### src/rtl/rob_multi_ins_queue_pkg.sv
// Shared definitions for the multi-insert reorder queue: default geometry
// used as parameter defaults by the queue top level.
package rob_multi_ins_queue_pkg;

  localparam int ROB_DEPTH    = 8;
  localparam int ROB_BITWIDTH = 32;
  localparam int ROB_NUM_INS  = 2;

endpackage

### src/rtl/rob_multi_ins_queue_ctrl.sv
// Control half of the reorder queue: insert arbitration, occupancy bits,
// head pointer and occupied-entry count.
module rob_MultiInsCtrlUnit #(
  parameter int p_depth    = 8,
  parameter int p_num_ins  = 2,
  parameter int p_ptrwidth = $clog2(p_depth)
) (
  input  logic                            i_clk,
  input  logic                            i_rst_n,
  input  logic                            i_flush,
  input  logic                            i_deq_en,
  input  logic [p_num_ins-1:0]            i_ins_en,
  input  logic [p_num_ins*p_ptrwidth-1:0] i_ins_sn,
  output logic [p_num_ins-1:0]            o_ins_cpl,
  output logic                            o_deq_cpl,
  output logic [p_ptrwidth-1:0]           o_head,
  output logic [p_ptrwidth:0]             o_occ_count
);

  logic [p_depth-1:0]    r_occ;
  logic [p_ptrwidth-1:0] r_head;
  logic [p_ptrwidth:0]   r_count;

  logic [p_depth-1:0]    w_occ_next;
  logic [p_num_ins-1:0]  w_ins_cpl;
  logic [p_ptrwidth:0]   w_ins_cnt;
  logic                  w_deq;

  // A port wins only if its slot is free and no lower-indexed port targets it;
  // the head slot stays occupied during its own dequeue cycle, so it is refused.
  always_comb begin
    w_ins_cpl  = '0;
    w_ins_cnt  = '0;
    w_deq      = i_deq_en & r_occ[r_head] & ~i_flush;
    w_occ_next = r_occ;
    for (int i = 0; i < p_num_ins; i++) begin
      w_ins_cpl[i] = i_ins_en[i] & ~i_flush & ~r_occ[i_ins_sn[i*p_ptrwidth +: p_ptrwidth]];
      for (int j = 0; j < i; j++) begin
        if (i_ins_en[j] &&
            (i_ins_sn[j*p_ptrwidth +: p_ptrwidth] == i_ins_sn[i*p_ptrwidth +: p_ptrwidth]))
          w_ins_cpl[i] = 1'b0;
      end
    end
    if (w_deq)
      w_occ_next[r_head] = 1'b0;
    for (int i = 0; i < p_num_ins; i++) begin
      if (w_ins_cpl[i])
        w_occ_next[i_ins_sn[i*p_ptrwidth +: p_ptrwidth]] = 1'b1;
      w_ins_cnt = w_ins_cnt + (p_ptrwidth+1)'(w_ins_cpl[i]);
    end
  end

  always_ff @(posedge i_clk or negedge i_rst_n) begin
    if (!i_rst_n) begin
      r_occ   <= '0;
      r_head  <= '0;
      r_count <= '0;
    end else if (i_flush) begin
      r_occ   <= '0;
      r_head  <= '0;
      r_count <= '0;
    end else begin
      r_occ   <= w_occ_next;
      r_count <= r_count + w_ins_cnt - (p_ptrwidth+1)'(w_deq);
      if (w_deq)
        r_head <= r_head + p_ptrwidth'(1);
    end
  end

  assign o_ins_cpl   = w_ins_cpl;
  assign o_deq_cpl   = r_occ[r_head];
  assign o_head      = r_head;
  assign o_occ_count = r_count;

endmodule

### src/rtl/rob_multi_ins_queue_dpath.sv
// Storage half of the reorder queue: payload registers written by accepted
// inserts and a read mux selecting the head entry.
module rob_MultiInsDpath #(
  parameter int p_depth    = 8,
  parameter int p_bitwidth = 32,
  parameter int p_num_ins  = 2,
  parameter int p_ptrwidth = $clog2(p_depth)
) (
  input  logic                            i_clk,
  input  logic                            i_rst_n,
  input  logic [p_num_ins-1:0]            i_ins_cpl,
  input  logic [p_num_ins*p_ptrwidth-1:0] i_ins_sn,
  input  logic [p_num_ins*p_bitwidth-1:0] i_ins_data,
  input  logic [p_ptrwidth-1:0]           i_head,
  output logic [p_bitwidth-1:0]           o_head_data
);

  logic [p_bitwidth-1:0] r_data [p_depth];

  // Accepted inserts always target distinct slots, so port order here is moot.
  always_ff @(posedge i_clk or negedge i_rst_n) begin
    if (!i_rst_n) begin
      for (int s = 0; s < p_depth; s++)
        r_data[s] <= '0;
    end else begin
      for (int s = 0; s < p_depth; s++) begin
        for (int i = 0; i < p_num_ins; i++) begin
          if (i_ins_cpl[i] && (i_ins_sn[i*p_ptrwidth +: p_ptrwidth] == p_ptrwidth'(s)))
            r_data[s] <= i_ins_data[i*p_bitwidth +: p_bitwidth];
        end
      end
    end
  end

  assign o_head_data = r_data[i_head];

endmodule

### src/rtl/rob_multi_ins_queue.sv
// Reorder queue with several out-of-order insert ports and one in-order
// dequeue port at the head.
module rob_multi_ins_queue
  import rob_multi_ins_queue_pkg::*;
#(
  parameter int p_depth    = ROB_DEPTH,
  parameter int p_bitwidth = ROB_BITWIDTH,
  parameter int p_num_ins  = ROB_NUM_INS,
  parameter int p_ptrwidth = $clog2(p_depth)
) (
  input  logic                            clk,
  input  logic                            rst,
  input  logic                            flush,
  input  logic                            deq_front_en,
  output logic                            deq_front_cpl,
  output logic [p_bitwidth-1:0]           deq_front_data,
  output logic [p_ptrwidth-1:0]           deq_front_sn,
  input  logic [p_num_ins-1:0]            ins_en,
  output logic [p_num_ins-1:0]            ins_cpl,
  input  logic [p_num_ins*p_ptrwidth-1:0] ins_sn_in,
  input  logic [p_num_ins*p_bitwidth-1:0] ins_data_in,
  output logic [p_ptrwidth:0]             occ_count
);

  logic [p_num_ins-1:0]  w_ins_cpl;
  logic [p_ptrwidth-1:0] w_head;

  rob_MultiInsCtrlUnit #(
    .p_depth    (p_depth),
    .p_num_ins  (p_num_ins),
    .p_ptrwidth (p_ptrwidth)
  ) u_ctrl (
    .i_clk       (clk),
    .i_rst_n     (rst),
    .i_flush     (flush),
    .i_deq_en    (deq_front_en),
    .i_ins_en    (ins_en),
    .i_ins_sn    (ins_sn_in),
    .o_ins_cpl   (w_ins_cpl),
    .o_deq_cpl   (deq_front_cpl),
    .o_head      (w_head),
    .o_occ_count (occ_count)
  );

  rob_MultiInsDpath #(
    .p_depth    (p_depth),
    .p_bitwidth (p_bitwidth),
    .p_num_ins  (p_num_ins),
    .p_ptrwidth (p_ptrwidth)
  ) u_dpath (
    .i_clk       (clk),
    .i_rst_n     (rst),
    .i_ins_cpl   (w_ins_cpl),
    .i_ins_sn    (ins_sn_in),
    .i_ins_data  (ins_data_in),
    .i_head      (w_head),
    .o_head_data (deq_front_data)
  );

  assign ins_cpl      = w_ins_cpl;
  assign deq_front_sn = w_head;

endmodule
### config.mk
export PLATFORM = sky130hd
export DESIGN_NAME = rob_multi_ins_queue
export DESIGN_NICKNAME = d
export VERILOG_FILES = /design/src/rtl/rob_multi_ins_queue_pkg.sv /design/src/rtl/rob_multi_ins_queue_ctrl.sv /design/src/rtl/rob_multi_ins_queue_dpath.sv /design/src/rtl/rob_multi_ins_queue.sv
export SDC_FILE = /design/constraint.sdc
export NUM_CORES = 1
export LEC_CHECK = 0
export BUFFER_PORTS_ARGS = -buffer_cell sky130_fd_sc_hd__clkbuf_2
export CORE_MARGIN = 5
export CORE_UTILIZATION = 41
export CTS_BUF_LIST = sky130_fd_sc_hd__clkbuf_16
export CTS_CLUSTER_SIZE = 8
export DETAILED_ROUTE_END_ITERATION = 16
export MAX_ROUTING_LAYER = met4
export PLACE_DENSITY_LB_ADDON = 0.1
export SLEW_MARGIN = 20
export SYNTH_ARGS = -nofsm -noshare
export SYNTH_HDL_FRONTEND = slang
export SYNTH_SLANG_ARGS = --single-unit
export TNS_END_PERCENT = 5
### constraint.sdc
create_clock -name clk -period 5.4 [get_ports clk]
set_input_delay 1.35 -clock clk [delete_from_list [all_inputs] [get_ports clk]]
set_output_delay 1.35 -clock clk [all_outputs]
set_load 0.02 [all_outputs]
=== Word-level counts from Yosys, hierarchy flattened ===
Index checks and enable logic that the tools add are counted.

* Add/sub/neg operators: 4
* $lt $le $gt $ge: 7
* Eq/ne operators: 15
* Mux-type cells: 39
* Bitwise operators: 14
* Reductions and logical operators: 31

{| class="wikitable"
|+ Operators by type and width
! kind !! number
|-
| 32-bit 2-to-1 mux || 18
|-
| 32-bit binary-select mux with 3-bit select || 1
|-
| 8-bit 2-to-1 mux || 4
|-
| 3-bit == test, second input constant || 8
|-
| 1-bit logical AND || 20
|-
| 2-bit nonzero test || 9
|-
| 8-bit bitwise OR || 2
|-
| 3-bit by 2-bit == test with 1-bit output, second input constant || 4
|-
| 3-bit by 4-bit less-than comparator with 1-bit output, second input constant || 3
|-
| 1-bit binary-select mux with 3-bit select || 3
|-
| 1-bit demux with 3-bit select || 3
|-
| 3-bit by 1-bit >= comparator with 1-bit output, second input constant || 3
|-
| 8-bit AND || 1
|-
| 8-bit NOT || 1
|-
| 1-bit 2-to-1 mux || 7
|-
| 1-bit AND || 6
|-
| 3-bit by 1-bit == test with 1-bit output, second input constant || 2
|-
| 3-bit zero test || 2
|-
| 3-bit 2-to-1 mux || 2
|-
| 4-bit adder || 1
|-
| 4-bit >= comparator, second input constant || 1
|-
| 4-bit 2-to-1 mux || 1
|-
| 3-bit NOT with 4-bit output || 1
|-
| 4-bit by 1-bit subtractor with 4-bit output || 1
|-
| 4 further kinds || 6
|}

* Flip-flop bits (word level): 271
* Input bits: 76
* Output and inout port bits: 42
* Logic and storage cells: 121

=== Longest topological paths before layout ===
Gate-level depths: netlist of the first run.

* Depth in word-level cells: 12
* Gate-level depth with buffers: 13

=== Modules after synthesis ===
Synthesis of the first run repeated with hierarchy kept, for this count alone.

* Cell total of the unflattened synthesis: 1450
* Area total of the unflattened synthesis: 15645.0 um^2

{| class="wikitable"
|+ By module, submodules not included
! module !! instances !! cells each !! area an instance (um^2) !! seq. area each (um^2)
|-
| rob_MultiInsDpath || 1 || 1306 || 14337.5 || 6406.1
|-
| rob_MultiInsCtrlUnit || 1 || 144 || 1307.5 || 375.4
|}

=== Least setup slack after synthesis of the first run ===
No wires, ideal clock.

* Path kind: in2reg
* Start: input ins_sn_in[0]
* End: register u_ctrl.r_count[3], in the netlist u_ctrl.o_occ_count[3]
* Library setup time: 0.132 ns
* Data arrival time: 3.996 ns
* Required time: 5.268 ns
* Slack: 1.272 ns
* Cell stages on the path: 12
* Path buffers: 0
* Cells stage by stage: mux4_2 > mux2_2 > nor3b_1 > ha_1 > inv_1 > ha_1 > inv_1 > ha_1 > a21o_1 > a21oi_1 > xnor2_1 > nor2_1

* Cells in the longest elaborated chain, start to end: 8

{| class="wikitable"
|+ RTL lines
! item !! RTL line !! RTL
|-
| start: declaration || rob_multi_ins_queue.sv:20 || <nowiki>input logic [p_num_ins*p_ptrwidth-1:0] ins_sn_in,</nowiki>
|-
| 1-bit binary-select mux with 3-bit select || rob_multi_ins_queue_ctrl.sv:37 || <nowiki>w_ins_cpl[i] = i_ins_en[i] & ~i_flush & ~r_occ[i_ins_sn[i*p_ptrwidth +: p_ptrwidth]];</nowiki>
|-
| 1-bit 2-to-1 mux (implied by the code) || rob_multi_ins_queue_ctrl.sv:37 ||
|-
| 1-bit NOT || rob_multi_ins_queue_ctrl.sv:37 ||
|-
| 1-bit AND || rob_multi_ins_queue_ctrl.sv:37 ||
|-
| via ins_cpl[0] || rob_multi_ins_queue.sv:19 || <nowiki>output logic [p_num_ins-1:0] ins_cpl,</nowiki>
|-
| 1-bit by 1-bit adder with 2-bit output || rob_multi_ins_queue_ctrl.sv:49 || <nowiki>w_ins_cnt = w_ins_cnt + (p_ptrwidth+1)'(w_ins_cpl[i]);</nowiki>
|-
| 4-bit adder || rob_multi_ins_queue_ctrl.sv:64 || <nowiki>r_count <= r_count + w_ins_cnt - (p_ptrwidth+1)'(w_deq);</nowiki>
|-
| 4-bit by 1-bit subtractor with 4-bit output || rob_multi_ins_queue_ctrl.sv:64 ||
|-
| 4-bit 2-to-1 mux || rob_multi_ins_queue_ctrl.sv:58 || <nowiki>end else if (i_flush) begin</nowiki>
|-
| end signal: assignment || rob_multi_ins_queue_ctrl.sv:64 ||
|-
| end: declaration || rob_multi_ins_queue_ctrl.sv:22 || <nowiki>logic [p_ptrwidth:0] r_count;</nowiki>
|}

The timed path passes the listed nets, and every way through them passes these cells. The select of a mux whose other input is x is not followed.
A chain may end at the register's enable or synchronous reset.

=== Worst setup path in the final report of the first run ===
* Start: register u_ctrl.r_head[2], in the netlist u_ctrl.o_head[2]
* End: output deq_front_data[16]

* Cells in the longest elaborated chain, start to end: 4

{| class="wikitable"
|+ RTL lines
! item !! RTL line !! RTL
|-
| start: declaration || rob_multi_ins_queue_ctrl.sv:21 || <nowiki>logic [p_ptrwidth-1:0] r_head;</nowiki>
|-
| start signal: assignment || rob_multi_ins_queue_ctrl.sv:66 || <nowiki>r_head <= r_head + p_ptrwidth'(1);</nowiki>
|-
| 3-bit NOT with 4-bit output (implied by the code) || rob_multi_ins_queue_dpath.sv:35 || <nowiki>assign o_head_data = r_data[i_head];</nowiki>
|-
| 32-bit binary-select mux with 3-bit select || rob_multi_ins_queue_dpath.sv:35 ||
|-
| 32-bit 2-to-1 mux (implied by the code) (2 in a row) || rob_multi_ins_queue_dpath.sv:35 ||
|-
| end: declaration || rob_multi_ins_queue.sv:16 || <nowiki>output logic [p_bitwidth-1:0] deq_front_data,</nowiki>
|}

No other way between the ends. The select of a mux whose other input is x is not followed.

==> results.md, run 1 <==
- Status: finished clean
- DRC Markers: 0
- Min cycle time layout: 4.55 ns
- Startpoint Class: flip-flop
- CTS Buffer Depth: 3
- Worst Path Arrival: 3.20 ns
- Min-Delay Path Depth: 2
- Slew margin rel.: 0.373
- Htree depth: 2
- Cell Count, Final, Fillers Out: 1,855
- P_sw: 1.81 mW
- Routed wire per std cell: 26.3 um
- Clock sinks: 271
- Share of layout cells above drive strength 1: 0.462
- IO Port Bufs: 117
- Met2 Use GR: 0.382
- Synth cell types: 52
- Internal: 4.87 mW
- Met1 Usage GRT: 0.328
- Initial antenna violation count: 3
- Logic pwr share: 0.248
- Hold_buf cts: 0
- Setup TNS: 0 ns
- Antenna violation net count after detailed routing: 0
- Postcts setup bufs: 0
- Synth Flop Type: dfrtp_1
- Post-cts resize count: 0
- Post-layout power: 6.68 mW
- Placed cells: 1,807
- Die height: 206 um
- Top-count cell post-synth: mux2_2
- Crit Path Category: reg2out
- Full die area: 42,400 um^2
- CTS clk-pin slew, worst paths: 0.05 ns
- Crit-path cells: buf_4 -> and2_0 -> a22oi_1 -> o221ai_1 -> clkbuf_2
- Layout area overhead: 13.9%
- Max VDD drop: 196 uV
- TritonCTS clock tree: done
- Vias: 10,700
- Hold slack: 0.609 ns
- Top cells by area, synth: dfrtp_1 (43%), mux2_2 (26%), mux2_1 (9.8%)
- Post-Syn Nets: 1,325
- GRT met3 Usage: 0.0300
- Post-synth top area share: 0.431
- Sequential Power Share: 0.427
- Post-synth design cell area: 15,700 um^2
- Final net count: 1,421
- Core area: 37,800 um^2
- Layout filler cell count: 3,457
- Setup Slack @ Placement: 1.16 ns
- Worst skew pair latency: 0.52 ns
- Async S/R FF share, synth: 1.00
- Final Hold Viols: 0
- Die W: 206 um
- Register area share after synthesis: 0.431
- Gr busiest metal: met2
- Initial DRC Count: 554
- WP data required: 4.05 ns
- Clock Power Share: 0.326
- Commonest cells post-synth: mux2_2 (368), dfrtp_1 (271), mux2_1 (137)
- Final slew viol count: 0
- Avg Cell Area, Syn: 12.7 um^2
- Vias per Instance: 5.74
- Maximum clock rate: 220 MHz
- Vias in the first global route: 11,300
- CTS Root Cell: clkbuf_16
- Final WS setup: 0.850 ns
- Final HPWL DP: 27,700 um
- Tot GR Track Use: 0.238
- Worst Max-Slew Pin Slew: 0.935 ns
- Slowest cell on the critical path: dfrtp_2
- CP Capture Type: output pin
- Leakage Power: 7.58 nW
- Mapped Cells: 1,241
- CP Max Fanout: 34
- I/O pins: 118
- Pre-antenna DRT Iters: 4
- Starting Density: 0.417
- EDFF count, synth: 0
- Largest net degree at the start of global routing: 98
- First-pass GRT wire length: 73,700 um
- Warnings from Yosys: 0
- Worst hold-check path type: reg2reg
- Design Area, Final: 17,900 um^2
- CTS Buf Count: 39
- Dpl cell area: 16,900 um^2
- Yosys top cell by area: dfrtp_1
- CP max stage delay: 0.95 ns
- Max_cap viols: 0
- RSZ-0062 raised after global routing: false
- Final setup violating endpoints: 0
- Reg2Reg Depth: 10
- Fin crit share: 0.843
- RD Place Congestion: 0.790
- Clock skew: 0.0160 ns
- Cell row count: 71
- PwrDens: 373 nW/um^2
- Sw frac: 0.271
- Total grt overflow: 0
- WL final: 48,800 um
- Final Util: 0.475
- Flip-flop and latch count after synthesis: 271
-- layer usage --
layer | vias up | wire length [um]
met3 | 60 | 1700
met4 | 0 | 835
met5 | - | 0
met2 | 207 | 23200
li1 | 4845 | -
met1 | 5542 | 23000
-- kinds of logic (layout without fill, tap and decap cells) --
kind of cell	count (synthesis)	after routing	synth area share
adders and majority gates	8	8	0.00684
AOI/OAI and AO/OA	143	143	0.0630
and+or+nand+nor	106	106	0.0344
DFF	271	271	0.431
xor gates and xnor gates	6	6	0.00334
buffers and inverters	115	215	0.0308
other	0	3	0
muxes	592	592	0.431
-- sequential cells by signal, indices dropped and copies added (netlist names) --
register / count
u_dpath.r_data: 256
u_ctrl.r_occ: 8
u_ctrl.o_occ_count: 4
u_ctrl.o_head: 3
-- final timing paths --
check                                   endpoint  slack (ns)                 from
min                          u_dpath.r_data[201]        0.61  u_dpath.r_data[201]
max reg2reg                u_ctrl.o_occ_count[2]        1.62     u_ctrl.o_head[2]
max                           deq_front_data[16]        0.85     u_ctrl.o_head[2]
min reg2reg                  u_dpath.r_data[201]        0.61  u_dpath.r_data[201]
max in group asynchronous    u_dpath.r_data[192]        3.37                  rst
min in group asynchronous  u_ctrl.o_occ_count[1]        0.83                  rst
-- worst max-delay path, delay by kind of cell (launching register included) --
family                 cells  cell delay [ns]
and+or+nand+nor            1             0.57
buffers and inverters      2             0.64
AOI/OAI and AO/OA          2             0.49
DFF                        1             0.95
-- power groups by stage --
stage                     sequential, mW  combinational (mW)  clock, mW
after floorplan                     2.81                1.29          0
after global placement              2.86                1.63          0
after detailed placement            2.88                1.67          0
after CTS                           2.85                1.68       2.24
after global routing                2.91                1.83       2.32
final                               2.85                1.66       2.17
-- cells in the final DEF (no fill, tap or decap), types with 3 or more instances in the layout --
cell	netlist	layout
a221oi_1	16	16
o221ai_1	16	16
ha_1	7	7
o21ai_0	21	21
a21oi_1	28	28
or4b_2	0	3
or4_2	0	3
a31oi_1	8	8
mux2_1	137	137
o22ai_1	7	7
diode_2	0	3
inv_1	14	17
buf_4	0	37
nand2_1	16	16
dfrtp_1	271	268
mux2i_1	52	52
and2_1	3	3
nor2_1	42	42
a311oi_1	3	3
clkbuf_2	0	116
mux2_4	29	29
nand3_1	7	6
o31ai_1	4	4
mux2_2	368	368
clkbuf_16	0	40
nand2b_1	4	4
xnor2_1	5	5
a22oi_1	30	30
nor2b_1	4	3
mux4_2	6	6
nor3_2	0	3
-- final cells by class --
| class | count | area (um^2) | share of cell area |
|---|---|---|---|
| clock buffers | 40 | 1000 | 0.0558 |
| well taps | 511 | 639 | 0.0357 |
| multi-input cells | 855 | 8500 | 0.474 |
| clock inverters | 5 | 36.3 | 0.00202 |
| flip-flops and latches | 271 | 6790 | 0.379 |
| inverters | 15 | 56.3 | 0.00314 |
| repair buffers | 155 | 893 | 0.0498 |
| diodes | 3 | 7.51 | 0.000419 |
(Power assumes the default switching activity.)
==> run 2: changes to the inputs <==
- ABC_AREA: unset -> 1
- clock period: 5.4 -> 4.5 ns (I/O delays scaled with it)
==> run 2 against run 1 <==
Sequential share of layout area shrank 0.15 points. Wire length is 24% higher. Combinational power down 3%. Die area rose by 0.79%. Synthesized cell count grew 87%. First-iteration DRC count rose to 2.9 times the previous value. Largest power group unchanged. Highest routed layer unchanged.
==> results.md, run 2 <==
- R2r startpoint: u_ctrl.o_head[0] (was u_ctrl.o_head[2])
- Flip-flop and latch count after synthesis: 271 (unchanged)
- Leakage Power: 9.46 nW (was 7.58 nW)
- First-pass GRT wire length: 93,400 um (was 73,700 um)
- Min cycle time layout: 4.04 ns
- RSZ-0062 raised after global routing: false (unchanged)
- Largest register FFs: 256 (unchanged)
- CTS Root Cell: clkbuf_16 (unchanged)
- Pre-antenna DRT Iters: 5 (was 4)
- Final Hold Viols: 0 (unchanged)
- CTS Buf Count: 40 (was 39)
- Multi-input logic area: 7960 um^2 (was 8500 um^2)
- R2r endpoint: u_ctrl.o_occ_count[2] (unchanged)
- Vias per Instance: 5.63 (was 5.74)
- Final Util: 0.468 (was 0.475)
- Postcts setup bufs: 0 (unchanged)
- Status: finished clean (unchanged)
- Startpoint Class: flip-flop (unchanged)
- Total grt overflow: 0 (unchanged)
- Clock skew: 0.0207 ns (was 0.0160 ns)
- Placed cells: 2,838 (was 1,807)
- DRC Markers: 0 (unchanged)
- RD Place Congestion: 0.848 (was 0.790)
- Antenna violation net count after detailed routing: 0 (unchanged)
- R2R setup slack: 1.20 ns (was 1.62 ns)
- Cell row count: 72 (was 71)
- TritonCTS clock tree: done (unchanged)
- Final HPWL DP: 35,500 um (was 27,700 um)
- Commonest non-fill, non-tap cell in the layout: nand2_1 (was mux2_2)
- Routed wire per std cell: 20.9 um (was 26.3 um)
- Max VDD drop: 207 uV (was 196 uV)
- I/O pins: 118 (unchanged)
- CP max stage delay: 0.71 ns (was 0.95 ns)
- Register area share after synthesis: 0.427 (was 0.431)
- Delay-heaviest family, CP: simple AND/OR/NAND/NOR gates (was flip-flops)
- Maximum clock rate: 248 MHz
- WL final: 60,300 um (was 48,800 um)
- Mapped Cells: 2,317 (was 1,241)
- CTS Buffer Depth: 3 (unchanged)
- Reg with most FFs: u_dpath.r_data (unchanged)
- Top cells by area, synth: dfrtp_1 (43%), nand2_1 (25%), nand3_1 (6.4%) (was dfrtp_1 (43%), mux2_2 (26%), mux2_1 (9.8%))
- Post-synth top area share: 0.427 (was 0.431)
- Commonest cells post-synth: nand2_1 (1,038), dfrtp_1 (271), nand3_1 (204) (was mux2_2 (368), dfrtp_1 (271), mux2_1 (137))
- Avg Cell Area, Syn: 6.85 um^2 (was 12.7 um^2)
- Buf/Inv on CP: 3 (was 2)
- Worst Path Arrival: 2.91 ns (was 3.20 ns)
- Die W: 207 um (was 206 um)
- Initial antenna violation count: 0 (was 3)
- Tot GR Track Use: 0.289 (was 0.238)
- Share of layout cells above drive strength 1: 0.105 (was 0.462)
- Synth cell types: 32 (was 52)
- IO Port Bufs: 117 (unchanged)
- Max_cap viols: 0 (unchanged)
- CTS clk-pin slew, worst paths: 0.06 ns (was 0.05 ns)
- Synth Flop Type: dfrtp_1 (unchanged)
- Vias in the first global route: 15,400 (was 11,300)
- Post-Syn Nets: 2,401 (was 1,325)
- Starting Density: 0.412 (was 0.417)
- Most frequent cells in the layout: nand2_1 (1,034), dfrtp_1 (270), nand3_1 (202) (was mux2_2 (368), dfrtp_1 (268), mux2_1 (137))
- Warnings from Yosys: 0 (unchanged)
- Crit-path cells: inv_1 -> nand2_1 -> buf_4 -> a21oi_1 -> a221oi_1 -> o2111ai_1 -> clkbuf_2 (was buf_4 -> and2_0 -> a22oi_1 -> o221ai_1 -> clkbuf_2)
- PwrDens: 426 nW/um^2 (was 373 nW/um^2)
- Final net count: 2,447 (was 1,421)
- WP data required: 3.38 ns (was 4.05 ns)
- Full die area: 42,700 um^2 (was 42,400 um^2)
- Top-count cell post-synth: nand2_1 (was mux2_2)
- Slew margin rel.: 0.372 (was 0.373)
- Core area: 38,500 um^2 (was 37,800 um^2)
- Largest net degree at the start of global routing: 118 (was 98)
- Hold_buf cts: 0 (unchanged)
- Yosys top cell by area: dfrtp_1 (unchanged)
- Setup TNS: 0 ns (unchanged)
- Post-cts resize count: 0 (unchanged)
- Cell Count, Final, Fillers Out: 2,884 (was 1,855)
- CP Max Fanout: 15 (was 34)
- Worst Max-Slew Pin Slew: 0.940 ns (was 0.935 ns)
- Vias: 16,200 (was 10,700)
- Worst skew pair latency: 0.55 ns (was 0.52 ns)
- EDFF count, synth: 0 (unchanged)
- Layout filler cell count: 3,992 (was 3,457)
- Ant. Diodes: 0 (was 3)
- Register area: 6790 um^2 (about the same)
- Die height: 207 um (was 206 um)
- Async S/R FF share, synth: 1.00 (unchanged)
- Slowest cell on the critical path: nand2_1 (was dfrtp_2)
- Initial DRC Count: 1,622 (was 554)
- Final setup violating endpoints: 0 (unchanged)
- CP Capture Type: output pin (unchanged)
- Worst hold-check path type: in2async (was reg2reg)
- Fin crit share: 0.897
- Reg2Reg Depth: 15 (was 10)
- Crit Path Category: reg2out (unchanged)
- Htree depth: 2 (unchanged)
- Final slew viol count: 0 (unchanged)
- Layout area overhead: 13.4% (was 13.9%)
- Clock sinks: 271 (unchanged)
- Post-synth design cell area: 15,900 um^2 (was 15,700 um^2)
[run 2: changes by cell type after synthesis, moves of 117 or more]
| cell | before | now |
|---|---|---|
| mux2_1 | 137 | 0 |
| nand3_1 | 7 | 204 |
| nand4_1 | 2 | 119 |
| mux2_2 | 368 | 0 |
| nand2_1 | 16 | 1038 |
| o21ai_0 | 21 | 197 |
[run 2: where the power goes]
group          internal, mW  switching [mW]  leakage (nW)  total (mW)
registers              3.03           0.327          3.43        3.36
clock network          1.59            1.11         0.520        2.70
logic                 0.572            1.03          5.51        1.61
total                  5.20            2.47          9.46        7.67
[run 2: cell type report]
cell class / instances / share of cell area
repair buffers: 172 / 0.0616
multi-input cells: 1760 / 0.442
well taps: 518 / 0.0360
inverters: 118 / 0.0246
clock buffers: 41 / 0.0570
clock inverters: 4 / 0.00111
flip-flops and latches: 271 / 0.377
[run 2: logic make-up (layout without fill, tap and decap cells)]
kind of cell    Yosys count  in the layout  share of synthesized area
simple gates           1468           1468                      0.386
compound gates          282            282                      0.102
flops                   271            271                      0.427
xor+xnor                  2              2                    0.00110
fa+ha+maj                 8              8                    0.00678
buf+inv                 286            335                     0.0766
[run 2: metrics by stage]
step	hold slack [ns]	setup slack, ns	area (um^2)	power [mW]
2_1_floorplan	0.444	0.897	15900	4.40
3_3_place_gp	0.457	0.884	16900	4.94
3_5_place_dp	0.460	0.783	16900	4.98
4_1_cts	0.474	0.460	18000	7.70
5_1_grt	0.445	0.332	18000	8.08
6_report	0.429	0.461	18000	7.67
[run 2: worst max path at each step]
stage               slack, ns  cells past startpoint               endpoint             start
CTS                      0.46                      7      deq_front_data[9]  u_ctrl.o_head[2]
finish                   0.46                      7      deq_front_data[1]  u_ctrl.o_head[2]
global placement         0.88                     17  u_ctrl.o_occ_count[3]      ins_sn_in[5]
floorplan                0.90                     18  u_ctrl.o_occ_count[3]      ins_sn_in[3]
global route             0.33                      7      deq_front_data[9]  u_ctrl.o_head[2]
detailed placement       0.78                      7    u_dpath.r_data[140]             flush
[run 2: worst reg2reg max path, stage by stage, from the launching register on]
cell and delay (ns):
dfrtp_4 0.49, inv_2 0.47, buf_12 0.29, nand2_1 0.09, nand3_1 0.08, nand2_1 0.06, inv_1 0.05, nand2_1 0.16
nand3_1 0.20, inv_1 0.14, ha_1 0.29, inv_1 0.04, ha_1 0.21, fa_1 0.41, o21ai_0 0.16, a21oi_1 0.05
[run 2: routing by layer]
metal / GRT usage / vias to the layer above / part of all wire
li1: - / 7649 / -
met1: 0.399 / 7780 / 0.44
met2: 0.447 / 676 / 0.46
met3: 0.0362 / 127 / 0.071
met4: 0.0909 / 0 / 0.026
met5: - / - / 0
